--- src/rtl/ocp3_nic_pkg.sv ---
// Shared types for the OCP3 NIC power monitor: FSM encodings, fault codes, widths.
package ocp3_nic_pkg;

  localparam int unsigned STATE_W = 3;
  localparam int unsigned CODE_W  = 3;
  localparam int unsigned TIMER_W = 16;
  localparam int unsigned CNT_W   = 8;

  typedef enum logic [STATE_W-1:0] {
    ST_OFF       = 3'd0,
    ST_AUX_WAIT  = 3'd1,
    ST_AUX_ON    = 3'd2,
    ST_MAIN_WAIT = 3'd3,
    ST_MAIN_ON   = 3'd4,
    ST_FAULT     = 3'd5
  } mon_state_e;

  typedef enum logic [CODE_W-1:0] {
    FC_NONE      = 3'd0,
    FC_AUX_TMO   = 3'd1,
    FC_AUX_DROP  = 3'd2,
    FC_MAIN_TMO  = 3'd3,
    FC_MAIN_DROP = 3'd4,
    FC_SURPRISE  = 3'd5,
    FC_ORDER     = 3'd6
  } fault_code_e;

endpackage

--- src/rtl/pg_sync_filter.sv ---
// Pin synchronizer with an optional drop filter: rises pass straight through, a
// drop is declared only after PG_FILT_CYC consecutive low synchronized samples.
module pg_sync_filter #(
  parameter int unsigned SYNC_STAGES = 2,
  parameter int unsigned PG_FILT_CYC = 4,
  parameter logic        RST_VAL     = 1'b0
) (
  input  logic iClk,
  input  logic iRst_n,
  input  logic iPin,
  output logic oLevel,
  output logic oDrop
);

  logic [SYNC_STAGES-1:0] syncQ;

  always_ff @(posedge iClk or negedge iRst_n) begin
    if (!iRst_n) syncQ <= {SYNC_STAGES{RST_VAL}};
    else         syncQ <= {syncQ[SYNC_STAGES-2:0], iPin};
  end

  assign oLevel = syncQ[SYNC_STAGES-1];

  generate
    if (PG_FILT_CYC == 0) begin : gNoFilt
      assign oDrop = ~oLevel;
    end else begin : gFilt
      localparam int unsigned FCNT_W = $clog2(PG_FILT_CYC + 1);
      logic [FCNT_W-1:0] lowCnt;

      // Consecutive-low counter; any high sample restarts it.
      always_ff @(posedge iClk or negedge iRst_n) begin
        if (!iRst_n)                               lowCnt <= '0;
        else if (oLevel)                           lowCnt <= '0;
        else if (lowCnt != FCNT_W'(PG_FILT_CYC))   lowCnt <= lowCnt + FCNT_W'(1);
      end

      assign oDrop = (lowCnt == FCNT_W'(PG_FILT_CYC));
    end
  endgenerate

endmodule

--- src/rtl/ocp3_nic_pwr_monitor.sv ---
// OCP3 NIC rail fault monitor: watches sequencer enables against power-good and
// presence, latches a fault code, requests force-off and counts fault entries.
module ocp3_nic_pwr_monitor
  import ocp3_nic_pkg::*;
#(
  parameter int unsigned AUX_TMO_MS  = 50,
  parameter int unsigned MAIN_TMO_MS = 100,
  parameter int unsigned PG_FILT_CYC = 4,
  parameter int unsigned SYNC_STAGES = 2
) (
  input  logic               iClk,
  input  logic               iRst_n,
  input  logic               iTick_1ms,
  input  logic               iPRSNT_NIC_N,
  input  logic               iPWRGD_NIC_EDGE,
  input  logic               iPWRGD_NIC_PWR_GOOD,
  input  logic               iNIC_AUX_PWR_EN,
  input  logic               iNIC_MAIN_PWR_EN,
  input  logic               iFAULT_CLR,
  output logic               oNIC_FAULT,
  output logic               oFORCE_OFF,
  output logic [CODE_W-1:0]  oFAULT_CODE,
  output logic [CNT_W-1:0]   oFAULT_CNT,
  output logic [STATE_W-1:0] oDBG_MON_FSM
);

  logic auxPg, auxDrop, mainPg, mainDrop, nicAbsent, unusedPrsntLow;

  pg_sync_filter #(.SYNC_STAGES(SYNC_STAGES), .PG_FILT_CYC(PG_FILT_CYC), .RST_VAL(1'b0)) uAuxPg (
    .iClk(iClk), .iRst_n(iRst_n), .iPin(iPWRGD_NIC_EDGE), .oLevel(auxPg), .oDrop(auxDrop));

  pg_sync_filter #(.SYNC_STAGES(SYNC_STAGES), .PG_FILT_CYC(PG_FILT_CYC), .RST_VAL(1'b0)) uMainPg (
    .iClk(iClk), .iRst_n(iRst_n), .iPin(iPWRGD_NIC_PWR_GOOD), .oLevel(mainPg), .oDrop(mainDrop));

  // Presence is level-qualified only; reset value reads as absent.
  pg_sync_filter #(.SYNC_STAGES(SYNC_STAGES), .PG_FILT_CYC(0), .RST_VAL(1'b1)) uPrsnt (
    .iClk(iClk), .iRst_n(iRst_n), .iPin(iPRSNT_NIC_N), .oLevel(nicAbsent), .oDrop(unusedPrsntLow));

  mon_state_e          state, stateNext;
  fault_code_e         faultCode, codeNext;
  logic [TIMER_W-1:0]  timer;
  logic [CNT_W-1:0]    faultCnt;
  logic                faultQ;
  logic                orderErr, inWait, timeout;

  assign orderErr = iNIC_MAIN_PWR_EN & ~iNIC_AUX_PWR_EN;
  assign inWait   = (state == ST_AUX_WAIT) || (state == ST_MAIN_WAIT);
  assign timeout  = ((state == ST_AUX_WAIT)  && (timer >= TIMER_W'(AUX_TMO_MS))) ||
                    ((state == ST_MAIN_WAIT) && (timer >= TIMER_W'(MAIN_TMO_MS)));

  always_ff @(posedge iClk or negedge iRst_n) begin
    if (!iRst_n) state <= ST_OFF;
    else         state <= stateNext;
  end

  // Priority: presence > order > enable deassert > drop > timeout > progress.
  always_comb begin
    stateNext = state;
    codeNext  = faultCode;
    case (state)
      ST_OFF: begin
        if (orderErr) begin
          stateNext = ST_FAULT;
          codeNext  = FC_ORDER;
        end else if (iNIC_AUX_PWR_EN) begin
          stateNext = ST_AUX_WAIT;
        end
      end
      ST_AUX_WAIT, ST_AUX_ON, ST_MAIN_WAIT, ST_MAIN_ON: begin
        if (nicAbsent) begin
          stateNext = ST_FAULT;
          codeNext  = FC_SURPRISE;
        end else if (orderErr) begin
          stateNext = ST_FAULT;
          codeNext  = FC_ORDER;
        end else if (!iNIC_AUX_PWR_EN) begin
          stateNext = ST_OFF;
        end else begin
          case (state)
            ST_AUX_WAIT: begin
              if (timeout) begin
                stateNext = ST_FAULT;
                codeNext  = FC_AUX_TMO;
              end else if (auxPg) begin
                stateNext = ST_AUX_ON;
              end
            end
            ST_AUX_ON: begin
              if (auxDrop) begin
                stateNext = ST_FAULT;
                codeNext  = FC_AUX_DROP;
              end else if (iNIC_MAIN_PWR_EN) begin
                stateNext = ST_MAIN_WAIT;
              end
            end
            ST_MAIN_WAIT: begin
              if (!iNIC_MAIN_PWR_EN) begin
                stateNext = ST_AUX_ON;
              end else if (auxDrop) begin
                stateNext = ST_FAULT;
                codeNext  = FC_AUX_DROP;
              end else if (timeout) begin
                stateNext = ST_FAULT;
                codeNext  = FC_MAIN_TMO;
              end else if (mainPg) begin
                stateNext = ST_MAIN_ON;
              end
            end
            ST_MAIN_ON: begin
              if (!iNIC_MAIN_PWR_EN) begin
                stateNext = ST_AUX_ON;
              end else if (auxDrop) begin
                stateNext = ST_FAULT;
                codeNext  = FC_AUX_DROP;
              end else if (mainDrop) begin
                stateNext = ST_FAULT;
                codeNext  = FC_MAIN_DROP;
              end
            end
            default: ;
          endcase
        end
      end
      ST_FAULT: begin
        if (iFAULT_CLR && !iNIC_AUX_PWR_EN && !iNIC_MAIN_PWR_EN) begin
          stateNext = ST_OFF;
          codeNext  = FC_NONE;
        end
      end
      default: begin
        stateNext = ST_OFF;
        codeNext  = FC_NONE;
      end
    endcase
  end

  // Timer, fault record and registered flags, all aligned with the state register.
  always_ff @(posedge iClk or negedge iRst_n) begin
    if (!iRst_n) begin
      timer     <= '0;
      faultCode <= FC_NONE;
      faultCnt  <= '0;
      faultQ    <= 1'b0;
    end else begin
      if (stateNext != state)                          timer <= '0;
      else if (iTick_1ms && inWait && (timer != '1))   timer <= timer + TIMER_W'(1);
      faultCode <= codeNext;
      if ((stateNext == ST_FAULT) && (state != ST_FAULT) && (faultCnt != '1))
        faultCnt <= faultCnt + CNT_W'(1);
      faultQ <= (stateNext == ST_FAULT);
    end
  end

  assign oNIC_FAULT   = faultQ;
  assign oFORCE_OFF   = faultQ;
  assign oFAULT_CODE  = faultCode;
  assign oFAULT_CNT   = faultCnt;
  assign oDBG_MON_FSM = state;

endmodule
--- config.mk ---
export PLATFORM = sky130hd
export DESIGN_NAME = ocp3_nic_pwr_monitor
export DESIGN_NICKNAME = d
export VERILOG_FILES = /design/src/rtl/ocp3_nic_pkg.sv /design/src/rtl/pg_sync_filter.sv /design/src/rtl/ocp3_nic_pwr_monitor.sv
export SDC_FILE = /design/constraint.sdc
export NUM_CORES = 1
export LEC_CHECK = 0
export ABC_AREA = 0
export CORE_ASPECT_RATIO = 2
export CORE_MARGIN = 2
export CORE_UTILIZATION = 54
export CTS_BUF_LIST = sky130_fd_sc_hd__clkbuf_8
export CTS_CLUSTER_SIZE = 14
export DETAILED_ROUTE_END_ITERATION = 12
export PLACE_DENSITY_LB_ADDON = 0.15
export SLEW_MARGIN = 0
export SYNTH_ARGS = -nofsm -noshare
export SYNTH_HDL_FRONTEND = slang
export SYNTH_SLANG_ARGS = --single-unit
--- constraint.sdc ---
create_clock -name iClk -period 2.2 [get_ports iClk]
set_input_delay 0.44 -clock iClk [delete_from_list [all_inputs] [get_ports iClk]]
set_output_delay 0.44 -clock iClk [all_outputs]
set_load 0.01 [all_outputs]
==> results of run 1 <==
## flip-flops by register name, summed over array words and instances, names as in the netlist
| register | flops |
|---|---|
| timer | 16 |
| oFAULT_CNT | 8 |
| oDBG_MON_FSM | 3 |
| oFAULT_CODE | 3 |
| uAuxPg.gFilt.lowCnt | 3 |
| uMainPg.gFilt.lowCnt | 3 |
| uAuxPg.syncQ | 2 |
| uMainPg.syncQ | 2 |
| uPrsnt.syncQ | 2 |
| oFORCE_OFF | 1 |
## worst paths after layout
| check | startpoint | to | cells past startpoint |
|---|---|---|---|
| min in group iClk | uAuxPg.syncQ[0] | uAuxPg.syncQ[1] | 0 |
| worst max register to register | timer[12] | timer[6] | 10 |
| worst max-delay path | iNIC_MAIN_PWR_EN | timer[6] | 12 |
| max in group asynchronous | iRst_n | uPrsnt.syncQ[0] | 2 |
| worst min-delay path | iRst_n | uAuxPg.syncQ[1] | 1 |
| worst min register to register | uAuxPg.syncQ[0] | uAuxPg.syncQ[1] | 0 |
## layout make-up
type | instances | area share
clock buffer | 5 | 0.0171
tap | 57 | 0.0178
multi-input combinational | 209 | 0.425
sequential | 43 | 0.269
inverter | 17 | 0.0165
timing repair buffer | 110 | 0.244
clock inverter | 3 | 0.0109
## through the flow
stage | TNS (ns) | hold slack, ns | utilization
2_1_floorplan | -1.49 | 0.144 | -
3_3_place_gp | -13.49 | 0.332 | 0.742
3_5_place_dp | -16.38 | 0.341 | 0.742
4_1_cts | -6.40 | 0.0347 | 0.809
5_1_grt | -13.68 | 0.0491 | 0.818
6_report | -11.06 | 0.0247 | 0.818
## layout by cell type (no fill, tap or decap), types with 10 or more instances in the layout
master / synthesis / final
nor2_1: 18 / 16
xor2_1: 16 / 16
nor3_1: 13 / 10
a31oi_2: 11 / 11
clkdlybuf4s50_1: 0 / 22
a21oi_1: 11 / 10
nand2_1: 27 / 26
buf_4: 3 / 74
dfrtp_1: 41 / 41
inv_1: 17 / 14
## logic make-up (layout without fill, tap and decap cells)
group / after synthesis / after routing / synth area share
xor+xnor: 24 / 24 / 0.0761
buf+inv: 31 / 135 / 0.0535
flops: 43 / 43 / 0.391
compound gates: 69 / 69 / 0.236
simple gates: 107 / 107 / 0.200
fa+ha+maj: 7 / 7 / 0.0317
mux: 2 / 2 / 0.0122
## per-layer routing
layer	part of all wire	wire length (um)	up-vias
met5	0	0	-
met4	0.058	498	0
met3	0.052	447	41
met2	0.56	4750	115
met1	0.33	2860	1311
li1	-	-	1231
## worst max-delay path, cell delays in order
cell             delay, ns
clkdlybuf4s50_1       0.49
buf_4                 0.21
nor3b_1               0.28
a21oi_1               0.08
o22ai_1               0.24
a21oi_1               0.15
nor4_1                0.34
buf_4                 0.19
mux2i_4               0.06
buf_4                 0.14
buf_12                0.13
a31oi_2               0.18
## power groups by stage
stage | sequential, uW | combinational, uW | clock [uW]
6_report | 1110 | 2830 | 644
5_1_grt | 1130 | 2980 | 675
4_1_cts | 1100 | 2650 | 652
3_5_place_dp | 1110 | 2290 | 0
3_3_place_gp | 1100 | 2240 | 0
2_1_floorplan | 1160 | 1270 | 0
## repair_timing
item | in CTS | in global routing
setup buffers | 7 | 3
setup endpoints to repair | 29 | 29
pin swaps | 16 | 2
cloned | 1 | 0
resized for setup | 26 | 6
==> summary.md, run 1 <==
| Metric | Value |
|---|---|
| Die height | `roughly 110 um` |
| Post-synthesis cell area | `approximately 2800 um^2` |
| M3 GR Usage | `0.0557` |
| Sw Ratio | `0.422` |
| I/O Buffers | `24` |
| First-pass GRT wire length | `approximately 13000 um` |
| TritonCTS clock tree | `yes` |
| Synth Net Count | `roughly 300` |
| Maximum operating frequency | `369 MHz` |
| Worst-Skew Late Latency | `between 0.3 and 0.4 ns` |
| CTS sink count | `43` |
| FF+latch count, synth | `43` |
| Routability cong. | `slightly below 0.9` |
| Starting Density | `0.562` |
| Status | `finished with violations` |
| Area of the die | `~5700 um^2` |
| Core area | `between 4000 and 5000 um^2` |
| RSZ-0062 raised after global routing | `true` |
| Vias | `2698` |
| Largest net degree at the start of global routing | `22` |
| DRC viols | `0` |
| Setup ws final | `-0.510 ns` |
| Synth cell types | `~60` |
| Setup-failing EPs final | `29` |
| Fraction of registers with async set/reset | `1.00` |
| Clock Power Share | `0.140` |
| Multi-input logic area | `roughly 1700 um^2` |
| Pins Over Slew Limit | `0` |
| First DRT Iteration DRCs | `108` |
| Arrival @ worst endpoint | `~3.0 ns` |
| Htree depth | `2` |
| All-Layer GR Usage | `0.318` |
| Detailed Route WL | `between 8000 and 9000 um` |
| Worst Path Required | `between 2 and 2.5 ns` |
| Antenna cells | `0` |
| Post-synth top area cell | `dfrtp_1` |
| Register share of total power | `0.242` |
| Post-Place Cell Area | `between 3000 and 4000 um^2` |
| DR WL/cell | `19.3 um` |
| Sequential cell area | `roughly 1100 um^2` |
| Root Driver | `clkbuf_8` |
| IO Pins | `25` |
| Initial antenna violation count | `0` |
| Number of instances in the placed design | `425` |
| Met2 Track Usage GR | `0.553` |
| Worst-path clk slew | `roughly 0.09 ns` |
| Worst Skew | `around 0.0054 ns` |
| Post-DRT Antenna Nets | `0` |
| Fill cell count | `roughly 290` |
| Nature of the critical path startpoint | `input pin` |
| Hold Buf Count CTS | `0` |
| Gr busiest metal | `met2` |
| Syn Area/Cell | `just under 10 um^2` |
| Final period utilization | `1.23` |
| Sequential element share of the synthesized area | `0.391` |
| Slew @ Worst Pin | `around 0.53 ns` |
| Post-DP HPWL | `approximately 5400 um` |
| Gate Count Post-Synth | `~280` |
| Fin cells | `about 440` |
| Top-count cell post-synth | `dfrtp_1` |
| Post-synth EDFFs | `0` |
| Fin. Hold Viols | `0` |
| Top_reg_cell synth | `dfrtp_1` |
| Switching pwr | `1930 uW` |
| Die W | `approximately 55 um` |
| Vias in the first global route | `2747` |
| Internal Pwr Total | `between 2000 and 3000 uW` |
| Power per Cell Area | `1140 nW/um^2` |
| Synth warn | `0` |
| Synth top area share | `0.372` |
| Leakage | `0.00171 uW` |
| Max_cap viols | `0` |
| DP Worst Slack | `-0.668 ns` |
| Fin nets | `approximately 400` |
| Row cnt | `36` |
| Top post-synthesis cells by count | `dfrtp_1, nand2_1, nor2_1` |
| Grt met1 use | `0.332` |
| Fin area | `around 4000 um^2` |
| CTS buffer count | `5` |
| Drt via density | `6.08` |
| Pwr Total | `4580 uW` |
| HP Class | `in2async` |
| Fraction of layout cells with a size suffix above 1 | `0.375` |
| Worst Path Max Fanout | `8` |
| Max rail drop VDD | `about 1.3 mV` |
| Failing checks | `setup timing` |
| Worst setup EP type | `flop` |
| Max clock buf depth | `2` |
| R2r setup slk | `-0.48 ns` |
| Gr ovfl total | `0` |
| Pre-antenna DRT Iters | `4` |
| Layout area overhead | `45.4%` |
| Gate power share | `0.618` |
| Crit Path Class | `in2reg` |
| Relative slew slack | `0.647` |
| Dominant cells by area after synthesis | `dfrtp_1, xor2_1, a31oi_2` |
| Min Tclk post-route | `~2.7 ns` |
Power figures use the tool's default switching activity.
==> inputs of run 2 (changes only) <==
--- a/config.mk
+++ b/config.mk
@@ -16,4 +16,5 @@
 export SLEW_MARGIN = 0
 export SYNTH_ARGS = -nofsm -noshare
 export SYNTH_HDL_FRONTEND = slang
+export SYNTH_HIERARCHICAL = 1
 export SYNTH_SLANG_ARGS = --single-unit
==> run 2 against run 1 <==
Against the previous run: sequential power about the same; first-iteration DRC count decreased by 56%; highest routed layer unchanged; utilization decreased by 5.8 points; the run still ends with setup timing left; sequential share of layout area increased by 2.6 points; maximum frequency increased by 17%; critical path type is now reg2reg.
==> summary.md, run 2 <==
| Metric | Value |
|---|---|
| Routability cong. | `roughly 0.85` |
| Relative slew slack | `0.671` |
| Setup-failing EPs final | `16` |
| Root Driver | `clkbuf_8` |
| Maximum operating frequency | `430 MHz` |
| Htree depth | `2` |
| Largest register by flop count | `timer` |
| CTS buffer count | `5` |
| First-pass GRT wire length | `10900 um` |
| Synth warn | `6` |
| Setup ws final | `-0.125 ns` |
| Fin nets | `390` |
| First DRT Iteration DRCs | `47` |
| All-Layer GR Usage | `0.264` |
| Cell family with most CP delay | `simple AND/OR/NAND/NOR gates` |
| Slew @ Worst Pin | `between 0.4 and 0.5 ns` |
| Power per Cell Area | `1160 nW/um^2` |
| Max reg flops | `16` |
| HP Class | `in2async` |
| CP bufs+invs | `3` |
| Hold Buf Count CTS | `0` |
| DRC viols | `0` |
| Initial antenna violation count | `0` |
| Pre-antenna DRT Iters | `4` |
| Leakage | `0.00161 uW` |
| Worst Path Required | `around 2.4 ns` |
| Vias in the first global route | `around 2500` |
| Synth Net Count | `around 310` |
| Die W | `53.7 um` |
| Failing checks | `setup timing` |
| Most frequent cells in the layout | `buf_4, dfrtp_1, nor2_1` |
| Post-synthesis cell area | `~2700 um^2` |
| Starting Density | `0.553` |
| Arrival @ worst endpoint | `~2.6 ns` |
| Worst setup EP type | `flop` |
| Max clock buf depth | `2` |
| Crit Path Class | `reg2reg` |
| Worst-path clk slew | `around 0.080 ns` |
| Post-DP HPWL | `between 4000 and 5000 um` |
| Gr ovfl total | `0` |
| Drt via density | `between 5 and 6` |
| Detailed Route WL | `6760 um` |
| Syn Area/Cell | `approximately 9.2 um^2` |
| Post-DRT Antenna Nets | `0` |
| Post-Place Cell Area | `about 3400 um^2` |
| Vias | `around 2500` |
| RSZ-0062 raised after global routing | `true` |
| Nature of the critical path startpoint | `flop` |
| Slowest cell on crit path | `dfrtp_1` |
| Row cnt | `36` |
| Final period utilization | `1.06` |
| DP Worst Slack | `-0.387 ns` |
| Antenna cells | `0` |
| Worst Skew | `about 0.004 ns` |
| Most common cell after layout, fill and taps aside | `buf_4` |
| Fin area | `about 3700 um^2` |
| Max rail drop VDD | `between 1 and 1.5 mV` |
| Min Tclk post-route | `2.33 ns` |
| Largest net degree at the start of global routing | `26` |
| Fraction of layout cells with a size suffix above 1 | `0.333` |
| Fill cell count | `between 300 and 400` |
| Layout area overhead | `37.5%` |
| Status | `finished with violations` |
| DR WL/cell | `about 16 um` |
| Pins Over Slew Limit | `0` |
| Critical path cell sequence | `inv_2, ha_4, and2_4, and4bb_2, or3_4, nor3_4, nor4_2, nor3_2, buf_4, o2111ai_4, buf_6, nor2_4` |
| Area of the die | `between 5000 and 6000 um^2` |
| Core area | `4820 um^2` |
| Worst path max stage delay | `roughly 0.37 ns` |
| Gate Count Post-Synth | `just under 300` |
| I/O Buffers | `24` |
| TritonCTS clock tree | `yes` |
| Worst Path Max Fanout | `5` |
| Worst-Skew Late Latency | `roughly 0.30 ns` |
| CTS sink count | `43` |
| Fin. Hold Viols | `0` |
| Max_cap viols | `0` |
| Die height | `103 um` |
| IO Pins | `25` |
==> run 2: worst paths after layout <==
kind,start,end,slack (ns),depth (start not counted)
max in group asynchronous,iRst_n,uPrsnt/syncQ[0],1.54,2
min in group iClk,uMainPg/syncQ[0],uMainPg/syncQ[1],0.35,0
max,uAuxPg/gFilt.lowCnt[1],timer[7],-0.13,12
min,iRst_n,uMainPg/gFilt.lowCnt[1],0.09,1
max reg2reg,uAuxPg/gFilt.lowCnt[1],timer[7],-0.13,12
min reg2reg,uMainPg/syncQ[0],uMainPg/syncQ[1],0.35,0
==> run 2: routing by layer <==
| layer | GRT usage | vias to the layer above | share of wire |
|---|---|---|---|
| met2 | 0.485 | 55 | 0.58 |
| li1 | - | 1213 | - |
| met3 | 0.0302 | 25 | 0.023 |
| met4 | 0.134 | 0 | 0.037 |
| met1 | 0.282 | 1206 | 0.36 |
| met5 | 0 | - | 0 |
==> run 2: cell type report <==
| cell class | count | area (um^2) | area share |
|---|---|---|---|
| multi-input cells | 225 | 1620 | 0.443 |
| well taps | 57 | 71.3 | 0.0195 |
| flip-flops and latches | 43 | 1080 | 0.294 |
| clock inverters | 3 | 15.0 | 0.00410 |
| inverters | 9 | 33.8 | 0.00922 |
| repair buffers | 90 | 773 | 0.211 |
| clock buffers | 5 | 68.8 | 0.0188 |
==> run 2: worst reg2reg max path, cell delays in order, from the launching register on <==
cell	delay (ns)
dfrtp_1	0.37
inv_2	0.05
ha_4	0.15
and2_4	0.16
and4bb_2	0.24
or3_4	0.35
nor3_4	0.14
nor4_2	0.07
nor3_2	0.11
buf_4	0.16
o2111ai_4	0.18
buf_6	0.21
nor2_4	0.07
==> run 2: through the flow <==
stage / hold WS (ns) / setup TNS [ns] / util / total power (uW) / instances
after floorplan: 0.144 / -0.0509 / - / 2510 / 289
after global placement: 0.333 / -7.07 / 0.709 / 3410 / 415
after global routing: 0.130 / -3.61 / 0.760 / 4530 / 432
after CTS: 0.107 / -1.22 / 0.741 / 4150 / 427
final: 0.0945 / -1.51 / 0.760 / 4250 / 432
after detailed placement: 0.336 / -8.18 / 0.709 / 3470 / 415
==> run 2: timing repair <==
action	CTS	global route
pin swaps	4	5
setup endpoints to repair	18	27
cloned	1	0
buffers inserted	3	5
gates resized for setup	8	14
==> run 2: power by group <==
| group | leakage, uW | switching (uW) | internal [uW] |
|---|---|---|---|
| clock | 0.0000467 | 279 | 216 |
| combinational | 0.00102 | 1260 | 1350 |
| sequential | 0.000544 | 175 | 960 |
==> inputs of run 3 (changes only) <==
--- a/config.mk
+++ b/config.mk
@@ -6,13 +6,16 @@
 export NUM_CORES = 1
 export LEC_CHECK = 0
 export ABC_AREA = 0
+export CELL_PAD_IN_SITES_DETAIL_PLACEMENT = 0
+export CELL_PAD_IN_SITES_GLOBAL_PLACEMENT = 1
 export CORE_ASPECT_RATIO = 2
 export CORE_MARGIN = 2
-export CORE_UTILIZATION = 54
+export CORE_UTILIZATION = 41
 export CTS_BUF_LIST = sky130_fd_sc_hd__clkbuf_8
 export CTS_CLUSTER_SIZE = 14
 export DETAILED_ROUTE_END_ITERATION = 12
 export PLACE_DENSITY_LB_ADDON = 0.15
+export SKIP_CTS_REPAIR_TIMING = 1
 export SLEW_MARGIN = 0
 export SYNTH_ARGS = -nofsm -noshare
 export SYNTH_HDL_FRONTEND = slang
==> run 3 against run 2 <==
Against the previous run: the flow still finishes with violations (setup timing); setup slack lost 0.0036 ns; register-to-register slack is essentially flat; hold slack lost 0.00063 ns; count of clock-buffer cells in the layout grew 2; critical path depth shrank 1; flip-flop and latch count is the same; clock skew grew 0.010 ns; utilization shrank 17 points; via count shrank 1.3%; power shrank 1.1%; largest power group unchanged.
==> summary.md, run 3 (synthesis gave the netlist of run 2 again) <==
| Metric | Value |
|---|---|
| Root Driver | `clkbuf_8` |
| Pins Over Slew Limit | `0` |
| Die height | `between 100 and 150 um` |
| Row cnt | `41` |
| CTS buffer count | `5` |
| Largest register by flop count | `timer` |
| Vias | `between 2000 and 2500` |
| Most frequent cells in the layout | `buf_4, dfrtp_1, nor2_1, clkdlybuf4s50_1, nand3_1` |
| Max clock buf depth | `2` |
| Final period utilization | `1.06` |
| Worst Skew | `roughly 0.014 ns` |
| Crit Path Class | `reg2reg` |
| Htree depth | `2` |
| Most common cell after layout, fill and taps aside | `buf_4` |
| TritonCTS clock tree | `yes` |
| IO Pins | `25` |
| HP Class | `in2async` |
| Pre-antenna DRT Iters | `4` |
| Routability cong. | `around 0.92` |
| Drt via density | `5.27` |
| Post-DRT Antenna Nets | `0` |
| Worst setup EP type | `flop` |
| Antenna cells | `0` |
| Post-DP HPWL | `roughly 5300 um` |
| All-Layer GR Usage | `0.207` |
| Fill cell count | `slightly below 600` |
| Critical path cell sequence | `inv_2, ha_4, and2_4, and4bb_2, or3_4, nor3_4, nor4_2, nor3_2, o2111ai_4, buf_6, nor2_2` |
| Min Tclk post-route | `2.33 ns` |
| DP Worst Slack | `-0.392 ns` |
| Status | `finished with violations` |
| Max rail drop VDD | `a little under 0.8 mV` |
| Number of instances in the placed design | `453` |
| Initial antenna violation count | `0` |
| Gr ovfl total | `0` |
| Slew @ Worst Pin | `between 0.5 and 0.6 ns` |
| Maximum operating frequency | `between 400 and 500 MHz` |
| Fin. Hold Viols | `0` |
| Starting Density | `0.422` |
| Final hold slack | `~0.094 ns` |
| Nature of the critical path startpoint | `flop` |
| DRC viols | `0` |
| First DRT Iteration DRCs | `75` |
| Max_cap viols | `0` |
| Fin nets | `around 400` |
| DR WL/cell | `approximately 14 um` |
| Worst Path Max Fanout | `7` |
| I/O Buffers | `24` |
| CTS sink count | `43` |
| Fin cells | `468` |
| First-pass GRT wire length | `between 10000 and 15000 um` |
| Worst flop-to-flop path startpoint | `uAuxPg/gFilt.lowCnt[1]` |
| Vias in the first global route | `roughly 2600` |
| RSZ-0062 raised after global routing | `true` |
| Setup ws final | `-0.129 ns` |
| Setup-failing EPs final | `18` |
| Fraction of layout cells with a size suffix above 1 | `0.353` |
| Slowest cell on crit path | `dfrtp_1` |
| Core area | `around 6300 um^2` |
| Worst path max stage delay | `~0.37 ns` |
| Layout area overhead | `39.6%` |
| Worst Path Required | `between 2 and 2.5 ns` |
| Worst-path clk slew | `about 0.09 ns` |
| Max reg flops | `16` |
| Failing checks | `setup timing` |
| Pwr Total | `~4200 uW` |
| Detailed Route WL | `between 6000 and 7000 um` |
| Arrival @ worst endpoint | `about 2.6 ns` |
| Worst setup startpoint | `uAuxPg/gFilt.lowCnt[1]` |
| Largest net degree at the start of global routing | `25` |
| Leakage | `between 0.0015 and 0.002 uW` |
| Relative slew slack | `0.654` |
| Worst-Skew Late Latency | `0.31 ns` |
| R2r setup slk | `-0.13 ns` |
| Area of the die | `approximately 7200 um^2` |
| Power per Cell Area | `1130 nW/um^2` |
| Die W | `61.0 um` |
## run 3: critical path: cells and delay by family (launching register included)
kind / cells / cell delay, ns
buffers and inverters: 2 / 0.26
AND/OR/NAND/NOR: 7 / 1.23
flip-flops: 1 / 0.37
AO/OA/AOI/OAI: 1 / 0.24
adder cells (fa/ha/maj): 1 / 0.15
## run 3: final timing paths
check | endpoint | cells past startpoint
max in group asynchronous | uPrsnt/syncQ[1] | 2
worst min-delay path | timer[5] | 1
worst min register to register | uAuxPg/syncQ[1] | 0
worst max register to register | timer[8] | 11
worst max-delay path | timer[8] | 11
min in group iClk | uAuxPg/syncQ[1] | 0
## run 3: routing by layer
metal  GRT usage  vias to the layer above  wire, um
met1       0.217                     1204      2460
met4      0.0870                        0       209
li1            -                     1223         -
met5           0                        -         0
met2       0.382                       27      4000
met3      0.0297                       13       113
## run 3: report_power, final
part           internal, uW  switching [uW]
Combinational          1300            1210
Sequential              960             172
Clock                   282             277
Total                  2550            1650
## run 3: layout make-up
| type | instances | area [um^2] | share of cell area |
|---|---|---|---|
| clock buffer | 7 | 96.3 | 0.0259 |
| clock inverter | 1 | 3.75 | 0.00101 |
| inverter | 9 | 33.8 | 0.00908 |
| multi-input combinational | 224 | 1600 | 0.431 |
| sequential | 43 | 1080 | 0.290 |
| tap | 86 | 108 | 0.0289 |
| timing repair buffer | 98 | 798 | 0.215 |
## run 3: stage by stage
| stage | setup TNS (ns) | util | area [um^2] |
|---|---|---|---|
| 2_1_floorplan | -0.0509 | - | 2740 |
| 5_1_grt | -4.14 | 0.590 | 3720 |
| 6_report | -1.61 | 0.590 | 3720 |
| 3_3_place_gp | -7.14 | 0.554 | 3500 |
| 4_1_cts | -1.73 | 0.570 | 3600 |
| 3_5_place_dp | -7.56 | 0.554 | 3500 |
